==> src/rtl/ram_march_pkg.sv <==
// State type and per-element behaviour table for the RAM march tester.
// Each march element is described by direction, compare, write and polarity flags.
package ram_march_pkg;

  typedef enum logic [2:0] {
    StIdle,
    StM0,
    StM1,
    StM2,
    StM3,
    StDone
  } state_e;

  typedef struct packed {
    logic active;   // element drives the RAM
    logic up;       // address direction
    logic cmp;      // read data is checked
    logic we;       // element writes
    logic wr_inv;   // write ~P instead of P
    logic exp_inv;  // expect ~P instead of P
  } elem_cfg_t;

  localparam elem_cfg_t ElemNone = '{active: 1'b0, up: 1'b0, cmp: 1'b0, we: 1'b0,
                                     wr_inv: 1'b0, exp_inv: 1'b0};
  localparam elem_cfg_t ElemM0   = '{active: 1'b1, up: 1'b1, cmp: 1'b0, we: 1'b1,
                                     wr_inv: 1'b0, exp_inv: 1'b0};
  localparam elem_cfg_t ElemM1   = '{active: 1'b1, up: 1'b1, cmp: 1'b1, we: 1'b1,
                                     wr_inv: 1'b1, exp_inv: 1'b0};
  localparam elem_cfg_t ElemM2   = '{active: 1'b1, up: 1'b0, cmp: 1'b1, we: 1'b1,
                                     wr_inv: 1'b0, exp_inv: 1'b1};
  localparam elem_cfg_t ElemM3   = '{active: 1'b1, up: 1'b1, cmp: 1'b1, we: 1'b0,
                                     wr_inv: 1'b0, exp_inv: 1'b0};

  function automatic elem_cfg_t elem_cfg(input state_e st);
    elem_cfg_t cfg;
    case (st)
      StM0:    cfg = ElemM0;
      StM1:    cfg = ElemM1;
      StM2:    cfg = ElemM2;
      StM3:    cfg = ElemM3;
      default: cfg = ElemNone;
    endcase
    return cfg;
  endfunction

endpackage

==> src/rtl/march_addr_counter.sv <==
// Up/down address counter for one march element, with load-0 / load-max
// and a flag marking the final address of the element in the current direction.
module march_addr_counter #(
  parameter int unsigned ADDR_BITS = 6,
  parameter int unsigned NUM_BYTES = 48
) (
  input  logic                 clk_i,
  input  logic                 rst_i,
  input  logic                 load_zero_i,
  input  logic                 load_max_i,
  input  logic                 step_i,
  input  logic                 up_i,
  output logic [ADDR_BITS-1:0] addr_o,
  output logic                 last_o
);

  localparam logic [ADDR_BITS-1:0] MaxAddr = ADDR_BITS'(NUM_BYTES - 1);
  localparam logic [ADDR_BITS-1:0] One     = ADDR_BITS'(1);

  logic [ADDR_BITS-1:0] addr_d, addr_q;

  always_comb begin
    addr_d = addr_q;
    if (load_zero_i) begin
      addr_d = '0;
    end else if (load_max_i) begin
      addr_d = MaxAddr;
    end else if (step_i) begin
      addr_d = up_i ? (addr_q + One) : (addr_q - One);
    end
  end

  always_ff @(posedge clk_i) begin
    if (rst_i) begin
      addr_q <= '0;
    end else begin
      addr_q <= addr_d;
    end
  end

  assign addr_o = addr_q;
  assign last_o = up_i ? (addr_q == MaxAddr) : (addr_q == '0);

endmodule

==> src/rtl/ram_march_tester.sv <==
// Four-element march test controller for the on-chip byte RAM.
// RAM-side outputs decode only from registered state, address and pattern.
module ram_march_tester #(
  parameter int unsigned ADDR_BITS = 6,
  parameter int unsigned NUM_BYTES = 48,
  parameter int unsigned DATA_BITS = 8
) (
  input  logic                 clk_i,
  input  logic                 rst_i,
  input  logic                 start_i,
  input  logic [DATA_BITS-1:0] pattern_i,
  output logic                 busy_o,
  output logic                 done_o,
  output logic                 pass_o,
  output logic [ADDR_BITS-1:0] fail_addr_o,
  output logic [DATA_BITS-1:0] fail_data_o,
  output logic [DATA_BITS-1:0] fail_exp_o,
  output logic [ADDR_BITS-1:0] mem_addr_o,
  output logic [DATA_BITS-1:0] mem_wdata_o,
  output logic                 mem_we_o,
  input  logic [DATA_BITS-1:0] mem_rdata_i
);

  import ram_march_pkg::*;

  state_e               state_d, state_q;
  logic [DATA_BITS-1:0] pat_d, pat_q;
  logic                 pass_d, pass_q;
  logic [ADDR_BITS-1:0] fail_addr_d, fail_addr_q;
  logic [DATA_BITS-1:0] fail_data_d, fail_data_q;
  logic [DATA_BITS-1:0] fail_exp_d, fail_exp_q;

  elem_cfg_t            cfg;
  logic [DATA_BITS-1:0] exp_data;
  logic                 mismatch;
  logic                 cnt_load_zero, cnt_load_max, cnt_step;
  logic [ADDR_BITS-1:0] addr;
  logic                 addr_last;

  march_addr_counter #(
    .ADDR_BITS(ADDR_BITS),
    .NUM_BYTES(NUM_BYTES)
  ) u_addr_counter (
    .clk_i      (clk_i),
    .rst_i      (rst_i),
    .load_zero_i(cnt_load_zero),
    .load_max_i (cnt_load_max),
    .step_i     (cnt_step),
    .up_i       (cfg.up),
    .addr_o     (addr),
    .last_o     (addr_last)
  );

  always_comb begin
    cfg      = elem_cfg(state_q);
    exp_data = cfg.exp_inv ? ~pat_q : pat_q;
    mismatch = cfg.cmp && (mem_rdata_i != exp_data);

    state_d       = state_q;
    pat_d         = pat_q;
    pass_d        = pass_q;
    fail_addr_d   = fail_addr_q;
    fail_data_d   = fail_data_q;
    fail_exp_d    = fail_exp_q;
    cnt_load_zero = 1'b0;
    cnt_load_max  = 1'b0;
    cnt_step      = 1'b0;

    case (state_q)
      StIdle: begin
        if (start_i) begin
          pat_d         = pattern_i;
          pass_d        = 1'b0;
          fail_addr_d   = '0;
          fail_data_d   = '0;
          fail_exp_d    = '0;
          cnt_load_zero = 1'b1;
          state_d       = StM0;
        end
      end
      StM0, StM1, StM2, StM3: begin
        if (mismatch) begin
          // Abort; the write scheduled this cycle still lands in the RAM.
          fail_addr_d = addr;
          fail_data_d = mem_rdata_i;
          fail_exp_d  = exp_data;
          pass_d      = 1'b0;
          state_d     = StDone;
        end else if (addr_last) begin
          case (state_q)
            StM0: begin
              state_d       = StM1;
              cnt_load_zero = 1'b1;
            end
            StM1: begin
              state_d      = StM2;
              cnt_load_max = 1'b1;
            end
            StM2: begin
              state_d       = StM3;
              cnt_load_zero = 1'b1;
            end
            default: begin
              state_d = StDone;
              pass_d  = 1'b1;
            end
          endcase
        end else begin
          cnt_step = 1'b1;
        end
      end
      StDone: begin
        state_d = StIdle;
      end
      default: begin
        state_d = StIdle;
      end
    endcase
  end

  always_ff @(posedge clk_i) begin
    if (rst_i) begin
      state_q     <= StIdle;
      pat_q       <= '0;
      pass_q      <= 1'b0;
      fail_addr_q <= '0;
      fail_data_q <= '0;
      fail_exp_q  <= '0;
    end else begin
      state_q     <= state_d;
      pat_q       <= pat_d;
      pass_q      <= pass_d;
      fail_addr_q <= fail_addr_d;
      fail_data_q <= fail_data_d;
      fail_exp_q  <= fail_exp_d;
    end
  end

  assign busy_o      = cfg.active;
  assign done_o      = (state_q == StDone);
  assign pass_o      = pass_q;
  assign fail_addr_o = fail_addr_q;
  assign fail_data_o = fail_data_q;
  assign fail_exp_o  = fail_exp_q;
  assign mem_addr_o  = cfg.active ? addr : '0;
  assign mem_we_o    = cfg.we;
  assign mem_wdata_o = cfg.we ? (cfg.wr_inv ? ~pat_q : pat_q) : '0;

endmodule

==> config.mk <==
export PLATFORM = sky130hd
export DESIGN_NAME = ram_march_tester
export DESIGN_NICKNAME = d
export VERILOG_FILES = /design/src/rtl/ram_march_pkg.sv /design/src/rtl/march_addr_counter.sv /design/src/rtl/ram_march_tester.sv
export SDC_FILE = /design/constraint.sdc
export NUM_CORES = 1
export LEC_CHECK = 0
export ABC_AREA = 1
export CAP_MARGIN = 5
export CELL_PAD_IN_SITES_DETAIL_PLACEMENT = 1
export CELL_PAD_IN_SITES_GLOBAL_PLACEMENT = 1
export CORE_MARGIN = 2
export CORE_UTILIZATION = 36
export DETAILED_ROUTE_END_ITERATION = 8
export PLACE_DENSITY_LB_ADDON = 0.1
export SLEW_MARGIN = 20
export SYNTH_ARGS = -nofsm -noshare
export SYNTH_HDL_FRONTEND = slang
export SYNTH_SLANG_ARGS = --single-unit
==> constraint.sdc <==
create_clock -name clk_i -period 2.55 [get_ports clk_i]
set_clock_uncertainty 0.15 [all_clocks]
set_input_delay 0.255 -clock clk_i [delete_from_list [all_inputs] [get_ports clk_i]]
set_output_delay 0.255 -clock clk_i [all_outputs]
set_load 0.01 [all_outputs]
Word-level counts from Yosys, hierarchy flattened
Index checks and enable logic that the tools add are counted.
Widths: inputs -> output; s select.

storage, ports and cells
  register bits after elaboration = 40
  word-level logic and storage cells = 75

cells by class
  mux-type cells = 39
  reduce and logical (&&, ||, !) cells = 14
  eq/ne operators = 11
  add/subtract/negate cells = 2
  bitwise gates (word level) = 1

operator list
  cell                 number
  $mux 8               6
  $mux 6               6
  $pmux 8 s2           2
  $pmux 6 s4           1
  $mux 1               16
  $pmux 6 s2           1
  $mux 3               3
  $pmux 3 s3           1
  $ne 8x8->1           1
  $not 8->8            1
  $add 6x1->6 const B  1
  $eq 3x2->1 const B   2
  $eq 3x3->1 const B   2
  $eq 6x6->1 const B   1
  $logic_not 6->1      1
  $ne 3x3->1 const B   2
  $pmux 3 s2           1
  $reduce_or 3->1      2
  $sub 6x1->6 const B  1
  $ne 2x2->1 const B   2
  $pmux 1 s2           2
  $reduce_and 2->1     2
  $reduce_and 4->1     1
  $reduce_bool 2->1    2
  6 further kinds      7

Depth between registers and ports, before layout
Gate-level depths: netlist of the first run.

  word-level depth = 9
  mapped depth = 17
  mapped depth without buffers = 16

Cells and area by module
From an unflattened synthesis of the first run, not the netlist that was laid out.

unflattened totals
  cells, all modules = 376
  area, all modules = 2,404.8 um^2

by module, submodules not included
  module              seq. area each (um^2)  times used  area an instance (um^2)  cells each
  ram_march_tester    680.7                  1           1,921.8                  302
  march_addr_counter  120.1                  1           483.0                    74

Least setup slack after synthesis of the first run
Ideal clock, no wire load.

  path type = register to register
  start = register state_q[0]
  end = register u_addr_counter.addr_q[3] (netlist: u_addr_counter.addr_o[3])
  setup time = 0.120 ns
  arrival = 2.043 ns
  stages on the path, launching flop included = 14
  buffers on the path = 1
  slack = 0.237 ns
  path through = dfxtp_1 > buf_6 > o21ai_4 > nand2_1 > nand2_2 > ha_1 > a21o_1 > a31oi_1 > xor2_1 > inv_1 > nand4_1 > nand2_1 > nor2_1 > nor2_1

between the ends
  word-level cells in the longest chain between the ends = 8

ends and longest elaborated chain
  what                                               RTL line                                     text
  start: declaration                                 ram_march_tester.sv:26                       state_e state_d, state_q;
  start signal: assignment                           ram_march_tester.sv:123                      state_q <= StIdle;
  start signal: assignment                           ram_march_tester.sv:130                      state_q <= state_d;
  $eq 3x3->1 (tied with other cells)                 ram_march_pkg.sv:36, ram_march_tester.sv:69
  $pmux 6 s4                                         ram_march_pkg.sv:36                          case (st)
  $mux 8                                             ram_march_tester.sv:56                       exp_data = cfg.exp_inv ? ~pat_q : pat_q;
  $ne 8x8->1                                         ram_march_tester.sv:57                       mismatch = cfg.cmp && (mem_rdata_i != exp_data);
  $logic_and 1x1->1                                  ram_march_tester.sv:57
  $mux 1                                             ram_march_tester.sv:82                       if (mismatch) begin
  $pmux 1 s2 or $mux 1 (tied branches)               ram_march_tester.sv:69                       case (state_q)
  $reduce_or 2->1 (no line) (tied with other cells)  --
  end signal: assignment                             march_addr_counter.sv:37                     addr_q <= addr_d;
  end: declaration                                   march_addr_counter.sv:20                     logic [ADDR_BITS-1:0] addr_d, addr_q;

Several ways; a longest one is shown, not always the timed one. The select of a mux whose other input is x is not followed.
A chain may end at the register's enable or synchronous reset.

Worst setup path after layout of the first run
  start = register state_q[0]
  end = output mem_addr_o[3]

between the ends
  word-level cells in the longest chain between the ends = 3

ends and longest elaborated chain
  what                                RTL line                 text
  $eq 3x3->1 (tied with other cells)  ram_march_pkg.sv:36
  $pmux 6 s4 *                        ram_march_pkg.sv:36
  $mux 6 *                            ram_march_tester.sv:145  assign mem_addr_o = cfg.active ? addr : '0;
  end: declaration                    ram_march_tester.sv:18   output logic [ADDR_BITS-1:0] mem_addr_o,

Every way passes the cells marked *; elsewhere a longest branch is shown, timed or not.

==> results of run 1 <==
==> cell usage in the layout (no fill, tap or decap), drive strengths merged, types with 6 or more instances in the layout <==
cell / netlist / routed
nor2: 37 / 37
clkdlybuf4s50: 0 / 55
buf: 10 / 15
a22oi: 7 / 7
nand4: 12 / 12
dfxtp: 40 / 40
nand3b: 6 / 6
nand2: 114 / 114
nand3: 17 / 17
a21oi: 38 / 38
inv: 31 / 31
o21ai: 14 / 14
==> cell type report <==
cell class	instances	area share
Multi-Input combinational cell	260	0.447
Sequential cell	40	0.237
Timing Repair Buffer	73	0.207
Inverter	32	0.0397
Tap cell	96	0.0353
Clock buffer	5	0.0202
Clock inverter	3	0.0136
==> worst max-delay path, stage by stage (launching register included) <==
cell,delay (ns)
dfxtp_4,0.39
nor2_2,0.15
nand2_1,0.09
nand2_1,0.12
buf_6,0.15
clkinvlp_4,0.13
nor2_1,0.11
clkdlybuf4s50_1,0.55
==> flip-flops by register name (all words and copies together) (netlist names) <==
register / count
fail_data_o: 8
fail_addr_o: 6
pass_o: 1
fail_exp_o: 8
u_addr_counter.addr_o: 6
pat_q: 8
state_q: 3
==> what timing repair did <==
item / in CTS / in global routing
endpoints found under the setup margin: 11 / 38
pin swaps: 0 / 0
resized for setup: 5 / 13
setup buffers: 0 / 4
==> cell usage after synthesis, drive strengths merged <==
cell    number
o211ai       1
xor2         5
nand4       12
ha           4
nand3       17
a21oi       38
clkinv       1
o21ai       14
nor2        37
dfxtp       40
a21o         1
nand3b       6
buf         10
a22oi        7
fa           1
clkbuf       4
nor3         2
inv         31
nand2      114
a31oi        1
==> worst min path at each step <==
stage | end | cells after the start | slack, ns | from
final | fail_data_o[0]$_SDFFE_PP0P_ | 2 | 0.32 | fail_data_o[0]$_SDFFE_PP0P_
after global routing | fail_data_o[3]$_SDFFE_PP0P_ | 2 | 0.34 | fail_data_o[3]$_SDFFE_PP0P_
after CTS | fail_data_o[5]$_SDFFE_PP0P_ | 2 | 0.33 | fail_data_o[5]$_SDFFE_PP0P_
after detailed placement | fail_data_o[5]$_SDFFE_PP0P_ | 2 | 0.31 | fail_data_o[5]$_SDFFE_PP0P_
after global placement | fail_data_o[3]$_SDFFE_PP0P_ | 2 | 0.31 | fail_data_o[3]$_SDFFE_PP0P_
after floorplan | fail_data_o[0]$_SDFFE_PP0P_ | 2 | 0.26 | mem_rdata_i[0]
==> kinds of logic after synthesis <==
kind of cell | after synthesis
AO/OA/AOI/OAI | 62
AND/OR/NAND/NOR | 188
flip-flops | 40
adder cells (fa/ha/maj) | 5
XOR/XNOR | 5
buffers and inverters | 46
==> layer usage <==
metal  wire (um)  track usage  vias up
li1            -            -     1256
met1        3390        0.241     1235
met2        4000        0.374       45
met3         240       0.0349        9
met4         116       0.0579        0
met5           0            0        -
==> where the power goes <==
group,switching [W],internal [W]
Clock,0.000258,0.000295
Sequential,0.000129,0.000758
Combinational,0.00115,0.000820
==> through the flow <==
step,util,total power [W],setup WS [ns],instances
floorplan,-,0.00219,0.237,346
global placement,0.468,0.00273,0.144,497
detailed placement,0.468,0.00277,0.0619,497
CTS,0.486,0.00334,0.0156,505
global route,0.498,0.00367,0.00251,509
finish,0.498,0.00341,0.161,509
==> run summary, run 1 <==
Routed WL = 7.75 mm
IO Pins = 59
Worst EP required = 2.14 ns
critical path launch point = state_q[0]$_SDFFE_PP0P_
Pre-antenna DRT Iters = 4
DR vias/cell = 5.00
CTS Buf Count = 5
Setup-failing EPs final = 0
post-synth top area share = 0.315
crit path capture type = output pin
static leakage = 1.41 nW
first-pass GRT wire length = 12.2 mm
chip width = 88.0 um
worst-margin pin slew = 0.695 ns
Hold Path Class = register to register
Hold Violations, Final = 0
Initial Utilization = 0.372
drc violations = 0
register clock-pin slew on the reported worst setup and hold paths = 0.09 ns
status = finished, final reports clean
# Max-Cap Violations = 0
Worst-Skew Late Latency = 0.30 ns
GRT Util Overall = 0.203
Multi-input gate area = 0.00152 mm2
reg-to-reg slack, setup = 0.18 ns
Crit Path Class = register to output pin
n_diodes = 0
largest net degree at the start of global routing = 26
Worst VDD drop = 0.458 mV
CP endpoint = mem_addr_o[3]
row count = 30
type of element launching the critical path = register
fmax = 0.419 GHz
Die Y = 88.0 um
Synth Area in Adders = 0.0276
FF-to-FF End = u_addr_counter.addr_o[3]$_SDFFE_PP0P_
RSZ-0062 raised after global routing = false
post-synthesis compound-gate area fraction = 0.176
Synth Area in XOR/XNOR = 0.0172
R2R Path Start = state_q[0]$_SDFFE_PP0P_
Mapped Area = 0.00254 mm2
Slew Limit Fails = 0
FILL cells = 891
Placed Area = 0.00320 mm2
setup TNS after final layout = 0 ns
cts hold-fix bufs = 0
H-tree level count = 2
Synth-to-Final Area Change = 33.8%
clk buf depth = 2
synth warn = 0
multiplexer share of the synthesized area = 0
Die Footprint = 0.00775 mm2
#FFs+latches synth = 40
initial antenna violation count = 0
simple logic cell fraction of the synthesized area = 0.364
CTS tree = done
Final GP Congestion = 0.861
final instance area = 0.00340 mm2
slew margin rel. = 0.532
grt total ovfl = 0
CP Max Fanout = 8
Synth Instances = 346
CTS root buf = clkbuf_8
Synth area leaders = dfxtp_1 (31%), nand2_1 (12%), nand2_2 (6.6%)
dpl hpwl = 5.82 mm
# port buffers = 58
via count = 2,545
Sequential Area = 806 um2
Tmin final = 2.39 ns
Power Dens Cells = 1000 mW/mm2
Post-DRT Antenna Nets = 0
share of layout cells above drive strength 1 = 0.225
syn avg cell area = 7.35 um2
mean routed wirelength per cell = 15.2 um
Synth area leader = dfxtp_1
number of global-route vias before repair = 2,521
Period Utilization, post-route = 0.937
main combinational cell family by area after synthesis = simple AND/OR/NAND/NOR gates
TritonCTS Sinks = 40
initial DRC count = 90
Critical Path AT = 1.98 ns
Synth Net Count = 370
Cell variety after synth = 36
Nets = 436
hold_ws = 0.322 ns
CORE AREA = 0.00683 mm2
reg2reg path depth = 13
sequential area share after synthesis = 0.315
Power figures use the tool's default switching activity.
==> run 2: changes to the inputs <==
Settings changed: CORE_UTILIZATION 36 to 39.
Clock period 2.55 ns to 3.1 ns, I/O delays scaled along.
==> run 2 against run 1 <==
Flip-flop and latch count unchanged; critical path depth is 1 lower; clock power fell by 18%; via count is 2.2% lower; worst setup slack better by 0.13 ns; non-clock buffer count is 11 lower; routed wire length down 2.4%; core utilization rose by 1.5 points; sequential share of layout area up 1.1 points; clock-buffer cell count stayed put; critical endpoint is now mem_addr_o[5].
==> run summary, run 2 (synthesized netlist as in run 1, its figures left out) <==
switch share = 0.455
chip width = 84.7 um
register clock-pin slew on the reported worst setup and hold paths = 0.09 ns
Flop pwr share = 0.277
CTS root buf = clkbuf_8
Pre-antenna DRT Iters = 4
CORE AREA = 0.00631 mm2
fin cells = 479
first-pass GRT wire length = 12.8 mm
largest net degree at the start of global routing = 26
Hold Path Class = register to register
Int Power = 0.00145 W
drc violations = 0
combinational fraction of design power = 0.553
# port buffers = 58
CTS resizes = 0
CP Max Fanout = 11
Worst-Skew Late Latency = 0.30 ns
Final GP Congestion = 0.850
DR vias/cell = 5.20
clk buf depth = 2
Initial Utilization = 0.403
fmax = 0.356 GHz
postcts setup bufs = 0
reg-to-reg slack, setup = 0.36 ns
# Max-Cap Violations = 0
grt total ovfl = 0
CTS tree = done
Routed WL = 7.56 mm
slew margin rel. = 0.617
Slew Limit Fails = 0
Worst EP required = 2.64 ns
Synth-to-Final Area Change = 27.3%
Power Dens Cells = 821 mW/mm2
Die Footprint = 0.00718 mm2
IO Pins = 59
Period Utilization, post-route = 0.906
Multi-input gate area = 0.00149 mm2
initial DRC count = 100
cts hold-fix bufs = 0
GRT Util Overall = 0.221
Critical Path AT = 2.35 ns
initial antenna violation count = 0
Worst VDD drop = 0.487 mV
CTS Buf Count = 5
TritonCTS Sinks = 40
static leakage = 1.30 nW
RSZ-0062 raised after global routing = false
type of element launching the critical path = register
Tmin final = 2.81 ns
NetSw = 0.00121 W
n_diodes = 0
commonest cells after routing, fill and taps aside = nand2_1 (84), clkdlybuf4s50_1 (58), dfxtp_1 (40), nor2_1 (33), inv_1 (29)
row count = 29
Crit Path Class = register to output pin
dpl cells = 471
number of global-route vias before repair = 2,638
worst-margin pin slew = 0.572 ns
H-tree level count = 2
FILL cells = 818
Sequential Area = 801 um2
Nets = 425
Post-DRT Antenna Nets = 0
Die Y = 84.7 um
via count = 2,489
crit path capture type = output pin
commonest non-fill, non-tap cell in the layout = nand2_1
mean routed wirelength per cell = 15.8 um
share of layout cells above drive strength 1 = 0.187
Setup-failing EPs final = 0
final total power = 0.00266 W
clock share of power = 0.170
dpl hpwl = 5.70 mm
Hold Violations, Final = 0
status = finished, final reports clean
setup TNS after final layout = 0 ns
## run 2: per-stage QoR
step                       util  hold slack, ns  setup slack (ns)  instance area [um2]
after floorplan               -           0.319             0.787                 2540
after global placement    0.494           0.305             0.467                 3120
after detailed placement  0.494           0.310             0.391                 3120
after CTS                 0.512           0.324             0.307                 3240
after global routing      0.512           0.343            0.0978                 3240
final                     0.512           0.318             0.291                 3240
## run 2: layout make-up
| class | instances | share of cell area |
|---|---|---|
| Inverter | 32 | 0.0394 |
| Sequential cell | 40 | 0.247 |
| Clock inverter | 3 | 0.0143 |
| Multi-Input combinational cell | 260 | 0.459 |
| Timing Repair Buffer | 62 | 0.189 |
| Clock buffer | 5 | 0.0213 |
| Tap cell | 77 | 0.0298 |
## run 2: power groups by stage
stage               registers (W)  logic, W  clock network (W)
floorplan                0.000724   0.00107                  0
global placement         0.000741   0.00144                  0
detailed placement       0.000745   0.00147                  0
CTS                      0.000734   0.00148           0.000462
global route             0.000749   0.00163           0.000487
finish                   0.000735   0.00147           0.000453
## run 2: per-layer routing
metal	wire (um)	track usage	vias up	share of wire
met2	3850	0.404	38	0.51
met4	136	0.0606	0	0.018
met1	3390	0.268	1206	0.45
met5	0	0	-	0
met3	181	0.0315	11	0.024
li1	-	-	1234	-
## run 2: final timing paths
path	startpoint	endpoint	cells past startpoint
worst min-delay path	fail_data_o[2]$_SDFFE_PP0P_	fail_data_o[2]$_SDFFE_PP0P_	2
worst max register to register	state_q[0]$_SDFFE_PP0P_	fail_addr_o[3]$_SDFFE_PP0P_	15
worst min register to register	fail_data_o[2]$_SDFFE_PP0P_	fail_data_o[2]$_SDFFE_PP0P_	2
worst max-delay path	state_q[1]$_SDFFE_PP0P_	mem_addr_o[5]	6
## run 2: critical path, cell delays in order (launching register included)
cell,delay [ns]
dfxtp_1,0.65
o21ai_4,0.17
nand2_1,0.13
buf_4,0.21
inv_1,0.13
nor2_1,0.19
clkdlybuf4s50_1,0.57
